[src/rtl/shift_arbiter_if.sv]
// Bus bundle for shift_arbiter: two requesters with operands and grants,
// one result channel with valid/ready, and the per-requester grant counters.
interface shift_arbiter_if;
  logic        req0;
  logic        req1;
  logic [15:0] data0;
  logic [15:0] data1;
  logic [3:0]  amt0;
  logic [3:0]  amt1;
  logic        mode0;
  logic        mode1;
  logic        gnt0;
  logic        gnt1;
  logic        res_valid;
  logic [15:0] res_data;
  logic        res_id;
  logic        res_ready;
  logic [7:0]  cnt0;
  logic [7:0]  cnt1;

  // Arbiter side.
  modport slave (
    input  req0, req1, data0, data1, amt0, amt1, mode0, mode1, res_ready,
    output gnt0, gnt1, res_valid, res_data, res_id, cnt0, cnt1
  );

  // Requester / consumer side.
  modport master (
    output req0, req1, data0, data1, amt0, amt1, mode0, mode1, res_ready,
    input  gnt0, gnt1, res_valid, res_data, res_id, cnt0, cnt1
  );
endinterface

[src/rtl/shift_arbiter.sv]
// shift_arbiter: two requesters share one 16-bit barrel shifter (SLL / SRA).
// Round-robin grant, one-entry result register with valid/ready handshake.
// Optional macro SHIFT_ARB_CNT_EN adds saturating 8-bit grant counters;
// without it cnt0/cnt1 are tied to zero.
module shift_arbiter #(
  parameter int FIRST_PRIO = 0
) (
  input logic             clk,
  input logic             rst_n,
  shift_arbiter_if.slave  bus
);

  localparam logic [0:0] EMPTY = 1'b0;
  localparam logic [0:0] FULL  = 1'b1;

  logic [0:0]  state;
  logic        prio;        // 1: requester 1 wins the next contention
  logic        can_accept;
  logic        gnt0;
  logic        gnt1;
  logic        grant_any;
  logic [15:0] sh_data;
  logic [3:0]  sh_amt;
  logic        sh_mode;
  logic [15:0] sh_res;
  logic [15:0] res_data;
  logic        res_id;

  // Grant decision: only when the result slot can take a new value.
  always_comb begin
    // NOTE: every output of a combinational block gets a default first so no latch is inferred.
    gnt0       = 1'b0;
    gnt1       = 1'b0;
    can_accept = (state == EMPTY) || bus.res_ready;
    if (rst_n && can_accept) begin
      if (bus.req0 && (!bus.req1 || !prio)) begin
        gnt0 = 1'b1;
      end else if (bus.req1) begin
        gnt1 = 1'b1;
      end
    end
  end

  assign grant_any = gnt0 || gnt1;

  // Shared shifter, fed by the requester being granted this cycle.
  always_comb begin
    sh_data = gnt1 ? bus.data1 : bus.data0;
    sh_amt  = gnt1 ? bus.amt1  : bus.amt0;
    sh_mode = gnt1 ? bus.mode1 : bus.mode0;
    if (sh_mode) begin
      sh_res = 16'($signed(sh_data) >>> sh_amt);
    end else begin
      sh_res = sh_data << sh_amt;
    end
  end

  // Result register, EMPTY/FULL state and round-robin pointer.
  always_ff @(posedge clk or negedge rst_n) begin
    // NOTE: sequential state uses non-blocking assignments only, so all registers update together.
    if (!rst_n) begin
      state    <= EMPTY;
      // NOTE: the result datapath is reset too, so a discarded result never leaks after reset.
      res_data <= 16'h0000;
      res_id   <= 1'b0;
      prio     <= (FIRST_PRIO != 0);
    end else begin
      if (grant_any) begin
        state    <= FULL;
        res_data <= sh_res;
        res_id   <= gnt1;
        prio     <= gnt0;   // favour the requester that was not just served
      end else if (bus.res_ready) begin
        state <= EMPTY;
      end
    end
  end

  assign bus.gnt0      = gnt0;
  assign bus.gnt1      = gnt1;
  assign bus.res_valid = (state == FULL);
  assign bus.res_data  = res_data;
  assign bus.res_id    = res_id;

`ifdef SHIFT_ARB_CNT_EN
  logic [7:0] cnt0;
  logic [7:0] cnt1;

  // Saturating per-requester grant counters.
  always_ff @(posedge clk or negedge rst_n) begin
    if (!rst_n) begin
      cnt0 <= 8'h00;
      cnt1 <= 8'h00;
    end else begin
      if (gnt0 && cnt0 != 8'hFF) cnt0 <= cnt0 + 8'h01;
      if (gnt1 && cnt1 != 8'hFF) cnt1 <= cnt1 + 8'h01;
    end
  end

  assign bus.cnt0 = cnt0;
  assign bus.cnt1 = cnt1;
`else
  assign bus.cnt0 = 8'h00;
  assign bus.cnt1 = 8'h00;
`endif

endmodule

[src/flat_wrapper.sv]
// flat-port wrapper written by rule: the top's interface ports become plain ports
module shift_arbiter_flat 
#(
  parameter int FIRST_PRIO = 0
)
  (clk, rst_n, bus_req0, bus_req1, bus_data0, bus_data1, bus_amt0, bus_amt1, bus_mode0, bus_mode1, bus_res_ready, bus_gnt0, bus_gnt1, bus_res_valid, bus_res_data, bus_res_id, bus_cnt0, bus_cnt1);
  shift_arbiter_if bus_i ();
  input logic clk;
  input logic rst_n;
  input wire logic [$bits(bus_i.req0)-1:0] bus_req0;
  input wire logic [$bits(bus_i.req1)-1:0] bus_req1;
  input wire logic [$bits(bus_i.data0)-1:0] bus_data0;
  input wire logic [$bits(bus_i.data1)-1:0] bus_data1;
  input wire logic [$bits(bus_i.amt0)-1:0] bus_amt0;
  input wire logic [$bits(bus_i.amt1)-1:0] bus_amt1;
  input wire logic [$bits(bus_i.mode0)-1:0] bus_mode0;
  input wire logic [$bits(bus_i.mode1)-1:0] bus_mode1;
  input wire logic [$bits(bus_i.res_ready)-1:0] bus_res_ready;
  output wire logic [$bits(bus_i.gnt0)-1:0] bus_gnt0;
  output wire logic [$bits(bus_i.gnt1)-1:0] bus_gnt1;
  output wire logic [$bits(bus_i.res_valid)-1:0] bus_res_valid;
  output wire logic [$bits(bus_i.res_data)-1:0] bus_res_data;
  output wire logic [$bits(bus_i.res_id)-1:0] bus_res_id;
  output wire logic [$bits(bus_i.cnt0)-1:0] bus_cnt0;
  output wire logic [$bits(bus_i.cnt1)-1:0] bus_cnt1;
  assign bus_i.req0 = bus_req0;
  assign bus_i.req1 = bus_req1;
  assign bus_i.data0 = bus_data0;
  assign bus_i.data1 = bus_data1;
  assign bus_i.amt0 = bus_amt0;
  assign bus_i.amt1 = bus_amt1;
  assign bus_i.mode0 = bus_mode0;
  assign bus_i.mode1 = bus_mode1;
  assign bus_i.res_ready = bus_res_ready;
  assign bus_gnt0 = bus_i.gnt0;
  assign bus_gnt1 = bus_i.gnt1;
  assign bus_res_valid = bus_i.res_valid;
  assign bus_res_data = bus_i.res_data;
  assign bus_res_id = bus_i.res_id;
  assign bus_cnt0 = bus_i.cnt0;
  assign bus_cnt1 = bus_i.cnt1;
  shift_arbiter #(.FIRST_PRIO(FIRST_PRIO)) u_core (.clk(clk), .rst_n(rst_n), .bus(bus_i));
endmodule
[config.mk]
export PLATFORM = sky130hd
export DESIGN_NAME = shift_arbiter_flat
export DESIGN_NICKNAME = d
export VERILOG_FILES = /design/src/rtl/shift_arbiter_if.sv /design/src/rtl/shift_arbiter.sv /design/src/flat_wrapper.sv
export SDC_FILE = /design/constraint.sdc
export NUM_CORES = 1
export LEC_CHECK = 0
export BUFFER_PORTS_ARGS = -buffer_cell sky130_fd_sc_hd__buf_2
export CAP_MARGIN = 20
export CORE_ASPECT_RATIO = 0.7
export CORE_MARGIN = 1.5
export CORE_UTILIZATION = 35
export DETAILED_ROUTE_END_ITERATION = 12
export PLACE_DENSITY = 0.65
export SLEW_MARGIN = 15
export SYNTH_ARGS = -nofsm -noshare
export SYNTH_HDL_FRONTEND = slang
export SYNTH_SLANG_ARGS = --single-unit
[constraint.sdc]
create_clock -name clk -period 2.8 [get_ports clk]
set_input_delay 0.56 -clock clk [delete_from_list [all_inputs] [get_ports clk]]
set_output_delay 0.56 -clock clk [all_outputs]
set_load 0.01 [all_outputs]
==> results.yml, run 1 <==
sta:
  tightest_slew_ps: 562
  fin_crit_ps: 2480
  period_share_pct: 88.5
  holdWs_ps: 326
  max_freq_ghz: 0.404
  final.setup.tns_ps: 0
  setup_viol: 0
  rsz0062_at_grt: "false"
  slew_violations: 0
  finalHoldViolCount: 0
  slew_headroom_pct: 61.5
  fin_skew_ps: 2.65
finish:
  area_delta_synth_final_pct: 15.3
  fin_util_pct: 41.9
  nNetsFinal: 529
  stdcell_area_um2: 4380
  drive_above_1_share_pct: 35.8
  n_antenna_cell: 0
  final_common_cell: "buf_2"
  final_cell_mix: "66 x buf_2, 50 x mux2i_1, 38 x nand2_1"
yosys:
  synth-async-reset-ratio_pct: 100
  synth_edf_count: 0
  synth_top_area_share_pct: 19.6
  yosys.area.top_type: "mux4_2"
  seq_area_frac_synth_pct: 12.5
  synth_seq_cells: 19
  synth_cells: 416
  syn_area_um2: 3800
  ys_types: 63
  ys_top_cells_by_area: "mux4_2 20%, mux2i_1 13%, dfrtp_1 13%, mux2_2 7.4%, buf_4 4.9%"
  ys_warn_count: 0
  syn_avg_cell_area_um2: 9.14
  ys.flop_type: "dfrtp_1"
route:
  drtPass1Iterations: 5
  via_per_inst: 6.39
  drt_wl_total_mm: 13.4
  antenna_violating_nets_post_route: 0
  drt_iter0_markers: 576
  top_layer: "met4"
  wl_met2_mm: 5.36
  via_count: 3918
  dr_wl_met3_mm: 1.55
  wl_met1_mm: 6.41
  drc: 0
  wl_per_cell_um: 21.9
clocking:
  postCtsSetupBuffers: 0
  clkLatencyLatePin_ps: 250
  clkTransAtPathRegs_ps: 50
  clockBufferDepth: 2
  cts_buffers: 3
  h-tree-depth: 1
  ctsHoldBuffers: 0
  cts_resized: 0
  clock_sinks: 19
  ctsRootBufferMaster: "clkbuf_16"
  cts_tree: "done"
worst_setup_path:
  reg2reg_depth: 8
  crit_arrival_ps: 2620
  r2r_start: "u_core.bus.res_valid"
  crit_start: "bus_res_ready"
  crit_type: "in2reg"
  path_max_fanout: 13
  worst_setup_path_end_kind: "flop"
  r2r-end: "u_core.bus.res_data[15]"
  required_ps: 2940
  setup.worst_path.start_class: "primary input"
  reg2reg_slack_ps: 360
place:
  placed_area_um2: 4300
  numPortBuffers: 66
  dp_hpwl_mm: 11.0
  gp_congestion: 0.939
worst_hold_path:
  holdCritPathClass: "in2async"
flow_run:
  maxCapViolations: 0
floorplan:
  initial_core_util_pct: 36.3
  io_pins: 83
  die_w_um: 128
  die_area_um2: 11500
  core-area_um2: 10500
  die_y_um: 90.2
  row_count: 31
global_routing:
  track_usage_pct: 23.8
  gr-total-overflow: 0
  grt_pass1_vias: 3647
  antenna_found_initial: 0
  grt_pass1_wl_mm: 21.4
  grt_max_degree: 23
power_and_ir_drop:
  power.density_nw_per_um2: 363
  irDropWorstVdd_uv: 172
  p_leak_uw: 0.00185
run_status:
  outcome: "complete, no violations"
-- worst max-delay path: stages --
cell and delay [ps]:
buf_2 70, nand2b_1 190, nand4_4 290, inv_2 330, buf_4 220, a211oi_1 60
a211oi_1 450, o221ai_1 240, o22a_1 200
-- Yosys cell counts, types with 6 or more instances --
cell,count
a211oi_1,8
clkbuf_1,9
dfrtp_1,19
nor2b_1,7
buf_4,25
mux4_2,33
o21ai_0,13
mux2i_1,50
nor2_1,36
nand2b_1,6
buf_2,12
nor3_1,15
a31oi_1,7
mux2_2,25
nand2_1,38
a21oi_1,19
-- worst max-delay path by stage --
| stage | end | slack [ps] |
|---|---|---|
| finish | u_core.bus.res_data[15] | 320 |
| CTS | u_core.bus.res_data[15] | 380 |
| detailed placement | u_core.bus.res_data[8] | 140 |
| global route | u_core.bus.res_data[15] | 140 |
| global placement | u_core.bus.res_data[12] | 150 |
| floorplan | u_core.bus.res_data[6] | 580 |
-- sequential cells by signal (all words and copies together), names as in the netlist --
| signal | flops |
|---|---|
| u_core.bus.res_id | 1 |
| u_core.prio | 1 |
| u_core.bus.res_valid | 1 |
| u_core.bus.res_data | 16 |
-- per-layer routing --
layer / vias up / GRT usage [%]
met5: - / 0
met4: 0 / 3.13
met3: 10 / 5.18
met2: 230 / 31.8
met1: 1946 / 39.0
li1: 1732 / -
-- area by class of cell --
class                           count  area, µm²
Inverter                            4       15.0
Timing Repair Buffer               97        613
Clock buffer                        4       78.8
Fill cell                        1080       6090
Sequential cell                    19        475
Multi-Input combinational cell    357       3040
Tap cell                          132        165
-- cells by family after synthesis --
group / count (synthesis) / synth area share [%]
multiplexers: 114 / 43.0
other: 1 / 0.0987
AO/OA/AOI/OAI: 95 / 18.0
flip-flops: 19 / 12.5
buffers and inverters: 55 / 9.12
AND/OR/NAND/NOR: 132 / 17.3
-- power by group --
part	internal (µW)	switching [µW]	total, µW
Sequential	337	42.3	379
Clock	194	101	295
Combinational	401	515	917
-- stage by stage --
stage | worst slack, ps | std cells | power (µW)
global placement | 152 | 609 | 1270
CTS | 381 | 613 | 1580
finish | 323 | 613 | 1590
detailed placement | 137 | 609 | 1280
floorplan | 581 | 431 | 963
global route | 138 | 613 | 1680
No activity file was read; power rests on OpenSTA's default activity.
==> inputs of run 2 (changes only) <==
--- a/config.mk
+++ b/config.mk
@@ -10,6 +10,7 @@
 export CORE_ASPECT_RATIO = 0.7
 export CORE_MARGIN = 1.5
 export CORE_UTILIZATION = 35
+export CTS_BUF_LIST = sky130_fd_sc_hd__clkbuf_4
 export DETAILED_ROUTE_END_ITERATION = 12
 export PLACE_DENSITY = 0.65
 export SLEW_MARGIN = 15
==> run 2 against run 1 <==
  * Sequential power hardly changed
  * Critical path depth is 1 lower
  * Wire length is 0.12% higher
  * Sequential cell count stayed put
  * Non-clock buffer count stayed put
  * First-iteration DRC count is 7.5% lower
  * Clock power is 49% lower
  * Worst setup slack better by 55 ps
  * Fmax is 2.3% higher
  * Highest routed layer unchanged
==> results.yml, run 2 (synthesis results as in run 1) <==
run_status:
  outcome: "complete, no violations"
route:
  drt_iter0_markers: 533
  via_count: 3875
  drc: 0
  wl_per_cell_um: 21.9
  drt_wl_total_mm: 13.5
  antenna_violating_nets_post_route: 0
  via_per_inst: 6.32
  drtPass1Iterations: 5
floorplan:
  initial_core_util_pct: 36.3
  io_pins: 83
  die_y_um: 90.2
  row_count: 31
  core-area_um2: 10500
  die_area_um2: 11500
  die_w_um: 128
place:
  placed_area_um2: 4300
  numPortBuffers: 66
  gp_congestion: 0.939
  dp_hpwl_mm: 11.0
finish:
  regArea_um2: 475
  area_delta_synth_final_pct: 14.0
  nNetsFinal: 529
  final_common_cell: "buf_2"
  multi_input_area_um2: 3040
  drive_above_1_share_pct: 36.0
  n_antenna_cell: 0
  final_cell_mix: "66 x buf_2, 50 x mux2i_1, 38 x nand2_1"
  largest_reg_flops: 16
  largest-register: "u_core.bus.res_data"
  stdcell_area_um2: 4330
  n_fill_cell: 1087
clocking:
  cts_resized: 0
  cts_buffers: 3
  cts_tree: "done"
  clock_sinks: 19
  clkTransAtPathRegs_ps: 110
  clockBufferDepth: 2
  postCtsSetupBuffers: 0
  h-tree-depth: 1
  ctsRootBufferMaster: "clkbuf_4"
  clkLatencyLatePin_ps: 300
  ctsHoldBuffers: 0
sta:
  tightest_slew_ps: 584
  fin_crit_ps: 2420
  finalHoldViolCount: 0
  slew_violations: 0
  final.setup.tns_ps: 0
  setup_viol: 0
  slew_headroom_pct: 60.9
  period_share_pct: 86.5
  fin_skew_ps: 1.20
  rsz0062_at_grt: "false"
  max_freq_ghz: 0.413
worst_setup_path:
  path_common_cell: "a211oi_1"
  r2r_start: "u_core.bus.res_valid"
  cp_slowest_stage_delay_ps: 420
  critical_path.top_delay_family: "compound AO/OA/AOI/OAI gates"
  crit_type: "reg2reg"
  setup.worst_path.start_class: "flop"
  required_ps: 3000
  reg2reg_depth: 8
  path_max_fanout: 13
  reg2reg_slack_ps: 380
  cp_slowest_cell: "a211oi_1"
  path_buf_inv: 2
  crit_arrival_ps: 2620
  r2r-end: "u_core.bus.res_data[15]"
  crit_chain: "nand2b_1 > nand4_4 > inv_2 > buf_4 > a211oi_1 > a211oi_1 > o221ai_1 > o22a_1"
  worst_setup_path_end_kind: "flop"
global_routing:
  grt_max_degree: 23
  grt_pass1_wl_mm: 21.4
  gr-total-overflow: 0
  grt_pass1_vias: 3645
  antenna_found_initial: 0
  track_usage_pct: 23.8
power_and_ir_drop:
  p_leak_uw: 0.00183
  power.density_nw_per_um2: 333
  irDropWorstVdd_uv: 136
worst_hold_path:
  holdCritPathClass: "in2async"
flow_run:
  maxCapViolations: 0
## run 2: worst reg2reg max path, stage by stage (launching register included)
cell and delay, ps:
dfrtp_1 390, nand2b_1 160, nand4_4 290, inv_2 330
buf_4 230, a211oi_1 60, a211oi_1 420, o221ai_1 240
o22a_1 200
## run 2: power breakdown
part           internal, µW  switching [µW]
sequential              336            42.2
combinational           401             514
clock                  65.2            84.7
## run 2: metrics by stage
step / cells / total power (µW) / hold WS, ps / worst slack, ps / utilization, %
after floorplan: 431 / 963 / 264 / 581 / -
after global placement: 609 / 1270 / 467 / 152 / 41.1
after detailed placement: 609 / 1280 / 473 / 137 / 41.1
after CTS: 613 / 1430 / 282 / 351 / 41.4
after global routing: 613 / 1530 / 295 / 137 / 41.4
final: 613 / 1440 / 275 / 378 / 41.4
## run 2: worst max path at each step
stage                                    start                      end  slack (ps)  cells after the start
after global routing      u_core.bus.res_valid  u_core.bus.res_data[15]         140                      8
after detailed placement           bus_amt0[0]   u_core.bus.res_data[8]         140                      7
after global placement             bus_amt0[0]  u_core.bus.res_data[12]         150                      7
final                     u_core.bus.res_valid  u_core.bus.res_data[15]         380                      8
after floorplan                    bus_amt0[0]   u_core.bus.res_data[6]         580                      7
after CTS                 u_core.bus.res_valid                 bus_gnt1         350                      5
## run 2: final cells by class
class	count	area share, %
clock buffers	4	0.693
inverters	4	0.346
multi-input cells	357	70.0
well taps	132	3.81
repair buffers	97	14.1
flip-flops and latches	19	11.0
## run 2: per-layer routing
| layer | routed length [µm] | vias up | track usage [%] |
|---|---|---|---|
| li1 | - | 1731 | - |
| met1 | 6430 | 1904 | 39.0 |
| met2 | 5350 | 228 | 31.7 |
| met3 | 1560 | 12 | 5.36 |
| met4 | 113 | 0 | 2.56 |
| met5 | 0 | - | 0 |
